===== config.mk =====
export PLATFORM = sky130hd
export DESIGN_NAME = mcu_bus_sequencer_flat
export DESIGN_NICKNAME = d
export VERILOG_FILES = /design/src/rtl/mcu_bus_sequencer_pkg.sv /design/src/rtl/mcu_bus_sequencer_if.sv /design/src/rtl/mcu_bus_sequencer_bus_owner_mux.sv /design/src/rtl/mcu_bus_sequencer.sv /design/src/flat_wrapper.sv
export SDC_FILE = /design/constraint.sdc
export NUM_CORES = 1
export LEC_CHECK = 0
export CAP_MARGIN = 20
export CORE_ASPECT_RATIO = 2
export CORE_MARGIN = 2
export CORE_UTILIZATION = 32
export DETAILED_ROUTE_END_ITERATION = 10
export PLACE_DENSITY_LB_ADDON = 0.3
export SLEW_MARGIN = 20
export SYNTH_ARGS = -nofsm -noshare
export SYNTH_HDL_FRONTEND = slang
export SYNTH_HIERARCHICAL = 1
export SYNTH_SLANG_ARGS = --single-unit

===== constraint.sdc =====
create_clock -name i_clk -period 5.35 [get_ports i_clk]
set_input_delay 1.07 -clock i_clk [delete_from_list [all_inputs] [get_ports i_clk]]
set_output_delay 1.07 -clock i_clk [all_outputs]
set_load 0.02 [all_outputs]

===== src/rtl/mcu_bus_sequencer_pkg.sv =====
// Shared definitions for the MCU bus sequencer: run-state encodings,
// pause-cause bit positions and the memory bus width.
package mcu_bus_sequencer_pkg;

  localparam int BUS_W = 16;

  localparam int CAUSE_PSE = 0;
  localparam int CAUSE_DBG = 1;

  typedef enum logic [2:0] {
    ST_BOOT    = 3'd0,
    ST_RUN     = 3'd1,
    ST_PAUSING = 3'd2,
    ST_PAUSED  = 3'd3,
    ST_RESUME  = 3'd4
  } state_e;

endpackage


===== src/rtl/mcu_bus_sequencer_if.sv =====
// Core / debug-port / memory bundle seen by the sequencer.
// The slave modport is the sequencer's view; master is the surrounding MCU.
interface mcu_bus_sequencer_if;
  import mcu_bus_sequencer_pkg::*;

  logic [BUS_W-1:0] i_coreAddr;
  logic [BUS_W-1:0] i_coreWData;
  logic             i_coreWr;
  logic [BUS_W-1:0] o_coreRData;
  logic             i_coreDoPause;
  logic             o_coreStartPause;
  logic             i_coreNowPaused;
  logic             o_coreIsBooted;

  logic             i_dbgReq;
  logic [BUS_W-1:0] i_dbgAddr;
  logic [BUS_W-1:0] i_dbgWData;
  logic             i_dbgWr;
  logic             o_dbgGnt;
  logic [BUS_W-1:0] o_dbgRData;
  logic             o_dbgValid;
  logic             i_dbgBootDone;
  logic             i_dbgPause;
  logic             i_dbgResume;

  logic [BUS_W-1:0] o_memAddr;
  logic [BUS_W-1:0] o_memWData;
  logic             o_memWr;
  logic [BUS_W-1:0] i_memRData;

  logic [2:0]       o_state;
  logic [1:0]       o_pauseCause;

  modport slave (
    input  i_coreAddr, i_coreWData, i_coreWr, i_coreDoPause, i_coreNowPaused,
    input  i_dbgReq, i_dbgAddr, i_dbgWData, i_dbgWr,
    input  i_dbgBootDone, i_dbgPause, i_dbgResume, i_memRData,
    output o_coreRData, o_coreStartPause, o_coreIsBooted,
    output o_dbgGnt, o_dbgRData, o_dbgValid,
    output o_memAddr, o_memWData, o_memWr, o_state, o_pauseCause
  );

  modport master (
    output i_coreAddr, i_coreWData, i_coreWr, i_coreDoPause, i_coreNowPaused,
    output i_dbgReq, i_dbgAddr, i_dbgWData, i_dbgWr,
    output i_dbgBootDone, i_dbgPause, i_dbgResume, i_memRData,
    input  o_coreRData, o_coreStartPause, o_coreIsBooted,
    input  o_dbgGnt, o_dbgRData, o_dbgValid,
    input  o_memAddr, o_memWData, o_memWr, o_state, o_pauseCause
  );

endinterface


===== src/rtl/mcu_bus_sequencer_bus_owner_mux.sv =====
// Selects Core or debug port onto the memory bus. A debug owner without a
// grant must never write, so its write enable is gated by the grant.
module mcu_bus_sequencer_bus_owner_mux
  import mcu_bus_sequencer_pkg::*;
(
  input  logic             dbg_owns_i,
  input  logic             dbg_gnt_i,
  input  logic [BUS_W-1:0] core_addr_i,
  input  logic [BUS_W-1:0] core_wdata_i,
  input  logic             core_wr_i,
  input  logic [BUS_W-1:0] dbg_addr_i,
  input  logic [BUS_W-1:0] dbg_wdata_i,
  input  logic             dbg_wr_i,
  output logic [BUS_W-1:0] mem_addr_o,
  output logic [BUS_W-1:0] mem_wdata_o,
  output logic             mem_wr_o
);

  always_comb begin
    if (dbg_owns_i) begin
      mem_addr_o  = dbg_addr_i;
      mem_wdata_o = dbg_wdata_i;
      mem_wr_o    = dbg_gnt_i & dbg_wr_i;
    end else begin
      mem_addr_o  = core_addr_i;
      mem_wdata_o = core_wdata_i;
      mem_wr_o    = core_wr_i;
    end
  end

endmodule


===== src/rtl/mcu_bus_sequencer.sv =====
// MCU run-state sequencer: boot/run/pause/resume control of the Core and
// arbitration of the single memory bus between Core and debug port.
module mcu_bus_sequencer
  import mcu_bus_sequencer_pkg::*;
(
  input  logic                i_clk,
  input  logic                i_rstn,
  mcu_bus_sequencer_if.slave  bus
);

  state_e           state_q, state_d;
  logic [1:0]       cause_q, cause_d;
  logic [BUS_W-1:0] dbg_rdata_q, dbg_rdata_d;
  logic             dbg_valid_q, dbg_valid_d;
  logic             dbg_owns, dbg_gnt, dbg_rd;

  always_comb begin
    dbg_owns    = (state_q == ST_BOOT) || (state_q == ST_PAUSED);
    dbg_gnt     = dbg_owns & bus.i_dbgReq;
    dbg_rd      = dbg_gnt & ~bus.i_dbgWr;
    dbg_rdata_d = dbg_rd ? bus.i_memRData : dbg_rdata_q;
    dbg_valid_d = dbg_rd;
  end

  always_comb begin
    state_d = state_q;
    cause_d = cause_q;
    unique case (state_q)
      ST_BOOT:    if (bus.i_dbgBootDone) state_d = ST_RUN;
      ST_RUN: begin
        if (bus.i_coreDoPause || bus.i_dbgPause) begin
          state_d              = ST_PAUSING;
          cause_d[CAUSE_PSE]   = bus.i_coreDoPause;
          cause_d[CAUSE_DBG]   = bus.i_dbgPause;
        end
      end
      ST_PAUSING: if (bus.i_coreNowPaused) state_d = ST_PAUSED;
      // A resume that coincides with a debug access waits for a quiet cycle.
      ST_PAUSED: begin
        if (bus.i_dbgResume && !bus.i_dbgReq) begin
          state_d = ST_RESUME;
          cause_d = 2'b00;
        end
      end
      // PSE is not sampled here, giving the Core one unpaused cycle.
      ST_RESUME:  state_d = ST_RUN;
      default:    state_d = ST_BOOT;
    endcase
  end

  always_ff @(posedge i_clk or negedge i_rstn) begin
    if (!i_rstn) begin
      state_q     <= ST_BOOT;
      cause_q     <= 2'b00;
      dbg_rdata_q <= '0;
      dbg_valid_q <= 1'b0;
    end else begin
      state_q     <= state_d;
      cause_q     <= cause_d;
      dbg_rdata_q <= dbg_rdata_d;
      dbg_valid_q <= dbg_valid_d;
    end
  end

  mcu_bus_sequencer_bus_owner_mux u_mux (
    .dbg_owns_i   (dbg_owns),
    .dbg_gnt_i    (dbg_gnt),
    .core_addr_i  (bus.i_coreAddr),
    .core_wdata_i (bus.i_coreWData),
    .core_wr_i    (bus.i_coreWr),
    .dbg_addr_i   (bus.i_dbgAddr),
    .dbg_wdata_i  (bus.i_dbgWData),
    .dbg_wr_i     (bus.i_dbgWr),
    .mem_addr_o   (bus.o_memAddr),
    .mem_wdata_o  (bus.o_memWData),
    .mem_wr_o     (bus.o_memWr)
  );

  assign bus.o_coreRData      = bus.i_memRData;
  assign bus.o_coreIsBooted   = (state_q != ST_BOOT);
  assign bus.o_coreStartPause = (state_q == ST_PAUSING) || (state_q == ST_PAUSED);
  assign bus.o_dbgGnt         = dbg_gnt;
  assign bus.o_dbgRData       = dbg_rdata_q;
  assign bus.o_dbgValid       = dbg_valid_q;
  assign bus.o_state          = state_q;
  assign bus.o_pauseCause     = cause_q;

endmodule


===== src/flat_wrapper.sv =====
// flat-port wrapper written by rule: the top's interface ports become plain ports
module mcu_bus_sequencer_flat import mcu_bus_sequencer_pkg::*;
  (i_clk, i_rstn, bus_i_coreAddr, bus_i_coreWData, bus_i_coreWr, bus_i_coreDoPause, bus_i_coreNowPaused, bus_i_dbgReq, bus_i_dbgAddr, bus_i_dbgWData, bus_i_dbgWr, bus_i_dbgBootDone, bus_i_dbgPause, bus_i_dbgResume, bus_i_memRData, bus_o_coreRData, bus_o_coreStartPause, bus_o_coreIsBooted, bus_o_dbgGnt, bus_o_dbgRData, bus_o_dbgValid, bus_o_memAddr, bus_o_memWData, bus_o_memWr, bus_o_state, bus_o_pauseCause);
  mcu_bus_sequencer_if bus_i ();
  input  logic i_clk;
  input  logic i_rstn;
  input wire logic [$bits(bus_i.i_coreAddr)-1:0] bus_i_coreAddr;
  input wire logic [$bits(bus_i.i_coreWData)-1:0] bus_i_coreWData;
  input wire logic [$bits(bus_i.i_coreWr)-1:0] bus_i_coreWr;
  input wire logic [$bits(bus_i.i_coreDoPause)-1:0] bus_i_coreDoPause;
  input wire logic [$bits(bus_i.i_coreNowPaused)-1:0] bus_i_coreNowPaused;
  input wire logic [$bits(bus_i.i_dbgReq)-1:0] bus_i_dbgReq;
  input wire logic [$bits(bus_i.i_dbgAddr)-1:0] bus_i_dbgAddr;
  input wire logic [$bits(bus_i.i_dbgWData)-1:0] bus_i_dbgWData;
  input wire logic [$bits(bus_i.i_dbgWr)-1:0] bus_i_dbgWr;
  input wire logic [$bits(bus_i.i_dbgBootDone)-1:0] bus_i_dbgBootDone;
  input wire logic [$bits(bus_i.i_dbgPause)-1:0] bus_i_dbgPause;
  input wire logic [$bits(bus_i.i_dbgResume)-1:0] bus_i_dbgResume;
  input wire logic [$bits(bus_i.i_memRData)-1:0] bus_i_memRData;
  output wire logic [$bits(bus_i.o_coreRData)-1:0] bus_o_coreRData;
  output wire logic [$bits(bus_i.o_coreStartPause)-1:0] bus_o_coreStartPause;
  output wire logic [$bits(bus_i.o_coreIsBooted)-1:0] bus_o_coreIsBooted;
  output wire logic [$bits(bus_i.o_dbgGnt)-1:0] bus_o_dbgGnt;
  output wire logic [$bits(bus_i.o_dbgRData)-1:0] bus_o_dbgRData;
  output wire logic [$bits(bus_i.o_dbgValid)-1:0] bus_o_dbgValid;
  output wire logic [$bits(bus_i.o_memAddr)-1:0] bus_o_memAddr;
  output wire logic [$bits(bus_i.o_memWData)-1:0] bus_o_memWData;
  output wire logic [$bits(bus_i.o_memWr)-1:0] bus_o_memWr;
  output wire logic [$bits(bus_i.o_state)-1:0] bus_o_state;
  output wire logic [$bits(bus_i.o_pauseCause)-1:0] bus_o_pauseCause;
  assign bus_i.i_coreAddr = bus_i_coreAddr;
  assign bus_i.i_coreWData = bus_i_coreWData;
  assign bus_i.i_coreWr = bus_i_coreWr;
  assign bus_i.i_coreDoPause = bus_i_coreDoPause;
  assign bus_i.i_coreNowPaused = bus_i_coreNowPaused;
  assign bus_i.i_dbgReq = bus_i_dbgReq;
  assign bus_i.i_dbgAddr = bus_i_dbgAddr;
  assign bus_i.i_dbgWData = bus_i_dbgWData;
  assign bus_i.i_dbgWr = bus_i_dbgWr;
  assign bus_i.i_dbgBootDone = bus_i_dbgBootDone;
  assign bus_i.i_dbgPause = bus_i_dbgPause;
  assign bus_i.i_dbgResume = bus_i_dbgResume;
  assign bus_i.i_memRData = bus_i_memRData;
  assign bus_o_coreRData = bus_i.o_coreRData;
  assign bus_o_coreStartPause = bus_i.o_coreStartPause;
  assign bus_o_coreIsBooted = bus_i.o_coreIsBooted;
  assign bus_o_dbgGnt = bus_i.o_dbgGnt;
  assign bus_o_dbgRData = bus_i.o_dbgRData;
  assign bus_o_dbgValid = bus_i.o_dbgValid;
  assign bus_o_memAddr = bus_i.o_memAddr;
  assign bus_o_memWData = bus_i.o_memWData;
  assign bus_o_memWr = bus_i.o_memWr;
  assign bus_o_state = bus_i.o_state;
  assign bus_o_pauseCause = bus_i.o_pauseCause;
  mcu_bus_sequencer u_core (.i_clk(i_clk), .i_rstn(i_rstn), .bus(bus_i));
endmodule

### After elaboration in Yosys (flattened, before gate mapping)

Cells that the tools add are included.

| cells by class | value |
|---|---|
| reductions and logical operators | 10 |
| bitwise logic cells | 4 |
| muxes and demuxes | 11 |
| equal/unequal tests | 8 |

Operator list:

| kind | number |
|---|---|
| two-way mux 16 bit | 2 |
| case mux 3 bit (5 select lines) | 1 |
| two-way mux 3 bit | 4 |
| == test 3 x 2 -> 1 bit (second input constant) | 2 |
| two-way mux 2 bit | 2 |
| inequality test 2 x 1 -> 1 bit (second input constant) | 2 |
| inequality test 2 bit (second input constant) | 2 |
| case mux 2 bit (2 select lines) | 1 |
| AND reduction 4 bit | 1 |
| bitwise AND 1 bit | 3 |
| == test 3 x 1 -> 1 bit (second input constant) | 1 |
| == test 3 bit (second input constant) | 1 |
| logical NOT 3 bit | 1 |
| logical OR 1 bit | 3 |
| AND reduction 3 bit | 1 |
| nonzero test 3 bit | 1 |
| nonzero test 2 bit | 1 |
| logical AND 1 bit | 1 |
| logical NOT 1 bit | 1 |
| two-way mux 1 bit | 1 |
| inverter 1 bit | 1 |

| storage, ports and cells | value |
|---|---|
| output and inout port bits | 74 |
| bits of input ports | 90 |
| register bits after elaboration | 22 |
| word-level logic and storage cells | 37 |

### Depth between registers and ports, before layout

| logic depth | value |
|---|---|
| word-level depth | 5 |
| mapped depth | 7 |
| mapped depth without buffers | 5 |

### By module

The synthesis kept the hierarchy.

By module, submodules not included:

| module | area each (µm²) | seq. area each (µm²) | instances | cells each |
|---|---|---|---|---|
| mcu_bus_sequencer | 1098.6 | 550.5 | 1 | 83 |
| mcu_bus_sequencer_bus_owner_mux | 550.5 | 0.0 | 1 | 39 |

### Worst setup path after synthesis

OpenSTA, ideal clock, no wires.

| timing | value |
|---|---|
| kind | register -> output |
| start point | reg u_core.state_q[1] (netlist: u_core/bus.o_state[1]) |
| end point | out bus_o_memWr |
| cell stages (with the launch flop) | 7 |
| arrival time | 1680 ps |
| buffers on the path | 3 |
| slack | 2600 ps |
| required time | 4280 ps |
| cell sequence | dfrtp_1 > buf_6 > xor2_2 > nor2_1 > buf_6 > buf_12 > o21ai_0 |

| between the ends | value |
|---|---|
| cells in the longest elaborated chain, start to end | 5 |
| elaborated cells on any way between the ends | 6 |
| those cells by class | eq/ne: 1; mux: 1; bitwise: 2; reduce/logical: 2 |

Ends and longest elaborated chain:

| item | RTL line | text |
|---|---|---|
| start: declaration | mcu_bus_sequencer.sv:11 | `state_e state_q, state_d;` |
| start signal: assignment | mcu_bus_sequencer.sv:58 | `state_q <= state_d;` |
| == test 3 x 2 -> 1 bit or logical NOT 3 bit (tied branches) | mcu_bus_sequencer.sv:18 | `dbg_owns = (state_q == ST_BOOT) \|\| (state_q == ST_PAUSED);` |
| logical OR 1 bit * | mcu_bus_sequencer.sv:18 |  |
| net u_core.dbg_owns | mcu_bus_sequencer.sv:15 | `logic dbg_owns, dbg_gnt, dbg_rd;` |
| bitwise AND 1 bit | mcu_bus_sequencer.sv:19 | `dbg_gnt = dbg_owns & bus.i_dbgReq;` |
| bitwise AND 1 bit | mcu_bus_sequencer_bus_owner_mux.sv:23 | `mem_wr_o = dbg_gnt_i & dbg_wr_i;` |
| two-way mux 1 bit * | mcu_bus_sequencer_bus_owner_mux.sv:20 | `if (dbg_owns_i) begin` |
| end: declaration | flat_wrapper.sv:28 | `output wire logic [$bits(bus_i.o_memWr)-1:0] bus_o_memWr;` |

Mark *: on every way through the listed nets, which the timed path passes. The rest lies on a longest branch.

### Worst setup path after layout

| timing | value |
|---|---|
| start point | reg u_core.state_q[1] (netlist: u_core/bus.o_state[1]) |
| end point | out bus_o_memAddr[13] |

| between the ends | value |
|---|---|
| cells in the longest elaborated chain, start to end | 3 |
| elaborated cells on any way between the ends | 4 |
| those cells by class | eq/ne: 1; mux: 1; reduce/logical: 2 |

Ends and longest elaborated chain:

| item | RTL line | text |
|---|---|---|
| == test 3 x 2 -> 1 bit or logical NOT 3 bit (tied branches) | mcu_bus_sequencer.sv:18 |  |
| logical OR 1 bit * | mcu_bus_sequencer.sv:18 |  |
| net u_core.dbg_owns | mcu_bus_sequencer.sv:15 |  |
| two-way mux 16 bit * | mcu_bus_sequencer_bus_owner_mux.sv:20 |  |
| end: declaration | flat_wrapper.sv:26 | `output wire logic [$bits(bus_i.o_memAddr)-1:0] bus_o_memAddr;` |

Marks and branches as above.

==> metrics.log <==
[metrics] run status: complete, no violations
[metrics] initial drt markers: 10
[metrics] Pwr Total: around 2 mW
[metrics] final setup TNS: 0 ps
[metrics] setup repair after global routing missed its margin: false
[metrics] number of standard cells after synthesis: about 120
[metrics] post-synthesis share of cell area spent on xor and xnor gates: less than 1%
[metrics] data required time of the worst path: around 4300 ps
[metrics] Routed wire per std cell: around 16 um
[metrics] Peak VDD IR: 364 uV
[metrics] register bit total from synthesis: 22
[metrics] Post-Syn Area per Cell: about 14 sq um
[metrics] core box area: 0.00505 sq mm
[metrics] total cell area at the placement stage: 0.00316 sq mm
[metrics] Primary FF master, synth: sky130_fd_sc_hd__dfrtp_1
[metrics] number of flops mapped to enable cells by yosys: 0
[metrics] Finished Cell Area: ~0.0032 sq mm
[metrics] post-synthesis instance area: roughly 0.0016 sq mm
[metrics] number of fill cells: just over 400
[metrics] count of inserted antenna diode cells: 0
[metrics] highest fanout seen on the critical path: 19
[metrics] number of buffers inserted during clock tree synthesis: 3
[metrics] largest net degree at the start of global routing: 23
[metrics] worst max-slew margin expressed relative to the limit: 36.1%
[metrics] CTS-repair resized insts: 0
[metrics] area fraction in and, or, nand and nor cells after synthesis: under 10%
[metrics] Overall Global Routing Usage: roughly 17%
[metrics] Synth Area in Compound Gates: about 4.7%
[metrics] power density of the placed cells: between 600 and 700 mW/mm^2
[metrics] Final Hold Violating Endpoints: 0
[metrics] final setup violation count: 0
[metrics] Synth Area in Adders: 0%
[metrics] most common cell after layout, fill and taps aside: sky130_fd_sc_hd__clkdlybuf4s50_1
[metrics] Static Leakage: around 1.4 nW
[metrics] Final Net Count: 360
[metrics] worst setup path class: reg2out
[metrics] commonest non-fill, non-tap cells in the layout: sky130_fd_sc_hd__clkdlybuf4s50_1, sky130_fd_sc_hd__mux2_4, sky130_fd_sc_hd__dfrtp_1
[metrics] antenna violation net count after detailed routing: 0
[metrics] CTS tree: built
[metrics] worst r2r src: u_core/bus.o_state[1]$_DFFE_PN0P_
[metrics] final max-slew violation count: 0
[metrics] pre-CTS setup slack: between 1500 and 2000 ps
[metrics] clock root buffer master: sky130_fd_sc_hd__clkbuf_8
[metrics] sequential cell area fraction in the yosys report: 33.4%
[metrics] skew final: 3.08 ps
[metrics] Syn Nets: roughly 210
[metrics] clk_lat worst skew: around 250 ps
[metrics] TritonRoute pass-1 iters: 4
[metrics] Total Routed Length: 5110 um
[metrics] die outline area: about 0.0058 sq mm
[metrics] end point of the most critical hold path: u_core/bus.o_dbgRData[5]$_DFFE_PN0P_
[metrics] uppermost metal layer occupied by signal nets: met4
[metrics] vias per std cell: approximately 4.6
[metrics] clk slew on worst S/H paths: about 80 ps
[metrics] effective utilization at floorplan: 32.7%
[metrics] antenna violations before repair: 0
[metrics] Max Clk Rate: roughly 0.26 GHz
[metrics] proportion of layout cells with a drive suffix above 1: 21.2%
[metrics] Worst Max-Slew Pin Slew: 956 ps
[metrics] Arr. time, crit path: between 2000 and 3000 ps
[metrics] max capacitance violation total: 0
[metrics] number of global-route vias before repair: 1500
[metrics] chip height: between 100 and 150 um
[metrics] Worst R2R Path Depth: 4
[metrics] CP startpoint kind: register
[metrics] num ports: around 160
[metrics] post-CTS setup-driven buffer insertion count: 0
[metrics] global-route wire length before repair: around 7300 um
[metrics] dominant combinational cell family by area after synthesis: multiplexers
[metrics] DRC violations left: 0
[metrics] routed wire length on met3: 719 um
[metrics] half-perimeter wire length after placement: between 4000 and 5000 um
[metrics] distinct cell type count after synthesis: 24
[metrics] Clock Tree Buf Depth: 2
[metrics] HP Start: u_core/bus.o_dbgRData[5]$_DFFE_PN0P_
[metrics] post-route worst setup slack: between 1000 and 1500 ps
[metrics] detailed-routing wirelength on met1: approximately 1700 um
[metrics] weighted congestion at the end of routability-driven global placement: between 0.7 and 0.8
[metrics] DIE WIDTH: 54.8 um
[metrics] amount of wire on met2 after detailed routing: around 2600 um
[metrics] fraction of synthesis flops using an asynchronous set or reset pin: 100%
[metrics] mux contribution to synthesized area: about two fifths
[metrics] area grow syn2layout: 95.8%
[metrics] number of port buffers: roughly 160
[metrics] number of cells traversed by the worst hold path: 1
[metrics] Reg2Reg Capture Point: u_core/bus.o_dbgRData[2]$_DFFE_PN0P_
[metrics] via count: about 1500
[metrics] Remaining Overflow, GRT: 0
[metrics] Max H-tree Level: 1
[metrics] Hold Buf Count CTS: 0
[metrics] Hold Crit Class: reg2reg
[metrics] register-to-register setup slack: around 3600 ps
[metrics] type of element capturing the critical path: output port
[metrics] shortest clock period the worst path allows after layout: approximately 3900 ps
[metrics] fin crit share: between 70% and 80%
[metrics] Row Count: 37
[metrics] number of clock sinks: 22
[metrics] Syn. warnings: 6
[registers in the layout (all words and copies together) (netlist names)]
| register | cells |
|---|---|
| u_core/bus.o_dbgRData | 16 |
| u_core/bus.o_dbgValid | 1 |
| u_core/bus.o_pauseCause | 2 |
| u_core/bus.o_state | 3 |
[area by class of cell]
| type | instances | area [sq um] | area share, % |
|---|---|---|---|
| flip-flops and latches | 22 | 551 | 17.0 |
| clock inverters | 1 | 30.0 | 0.930 |
| well taps | 58 | 72.6 | 2.25 |
| inverters | 3 | 11.3 | 0.349 |
| repair buffers | 165 | 1650 | 51.0 |
| multi-input cells | 75 | 877 | 27.2 |
| clock buffers | 3 | 41.3 | 1.28 |
[critical path: stages, from the launching register on]
cell and delay (ps):
sky130_fd_sc_hd__dfrtp_1 500, sky130_fd_sc_hd__xor2_2 220, sky130_fd_sc_hd__nor2_4 490, sky130_fd_sc_hd__buf_4 420, sky130_fd_sc_hd__mux2_2 370, sky130_fd_sc_hd__clkdlybuf4s50_1 540
[synthesized netlist by cell type (2+ instances only)]
| master | number | area (sq um) |
|---|---|---|
| sky130_fd_sc_hd__mux2_4 | 37 | 556 |
| sky130_fd_sc_hd__dfrtp_1 | 22 | 551 |
| sky130_fd_sc_hd__buf_4 | 16 | 120 |
| sky130_fd_sc_hd__mux2_2 | 11 | 124 |
| sky130_fd_sc_hd__nor2b_1 | 5 | 31.3 |
| sky130_fd_sc_hd__a21oi_1 | 4 | 20.0 |
| sky130_fd_sc_hd__buf_12 | 3 | 60.1 |
| sky130_fd_sc_hd__inv_1 | 3 | 11.3 |
| sky130_fd_sc_hd__buf_6 | 2 | 22.5 |
| sky130_fd_sc_hd__nor2_1 | 2 | 7.51 |
| sky130_fd_sc_hd__nor3_1 | 2 | 10.0 |
| sky130_fd_sc_hd__o21ai_0 | 2 | 10.0 |
| sky130_fd_sc_hd__o2bb2ai_1 | 2 | 17.5 |
[through the flow]
stage / cells / hold WS [ps] / util (%)
CTS: 327 / 512 / 64.0
global route: 327 / 535 / 64.0
finish: 327 / 509 / 64.0
global placement: 323 / 492 / 62.6
detailed placement: 323 / 494 / 62.6
floorplan: 122 / 609 / -
[report_power, final]
group          internal (mW)  switching, mW  leakage (nW)
combinational          0.840          0.658          1.06
sequential             0.248         0.0617         0.264
clock                 0.0997         0.0502        0.0357
[metal layers]
layer | vias up | GRT usage [%]
met1 | 686 | 18.0
met2 | 95 | 29.3
li1 | 716 | -
met4 | 0 | 4.11
met5 | - | 0
met3 | 6 | 6.80
[cell families (layout without fill, tap and decap cells)]
group	count (synthesis)	count (layout)
xor gates and xnor gates	1	1
muxes	48	48
and+or+nand+nor	14	14
DFF	22	22
AOI/OAI and AO/OA	12	12
buffers and inverters	25	172
[how the worst max path moves through the flow]
| stage | from | slack (ps) | end |
|---|---|---|---|
| 2_1_floorplan | u_core/bus.o_state[1]$_DFFE_PN0P_ | 2600 | bus_o_memWr |
| 3_3_place_gp | bus_i_dbgReq | 1770 | bus_o_memWr |
| 3_5_place_dp | u_core/bus.o_state[1]$_DFFE_PN0P_ | 1730 | bus_o_memAddr[13] |
| 4_1_cts | u_core/bus.o_state[1]$_DFFE_PN0P_ | 1440 | bus_o_memAddr[13] |
| 5_1_grt | u_core/bus.o_state[1]$_DFFE_PN0P_ | 1320 | bus_o_memWData[15] |
| 6_report | u_core/bus.o_state[1]$_DFFE_PN0P_ | 1470 | bus_o_memAddr[13] |
(Power assumes the default switching activity.)
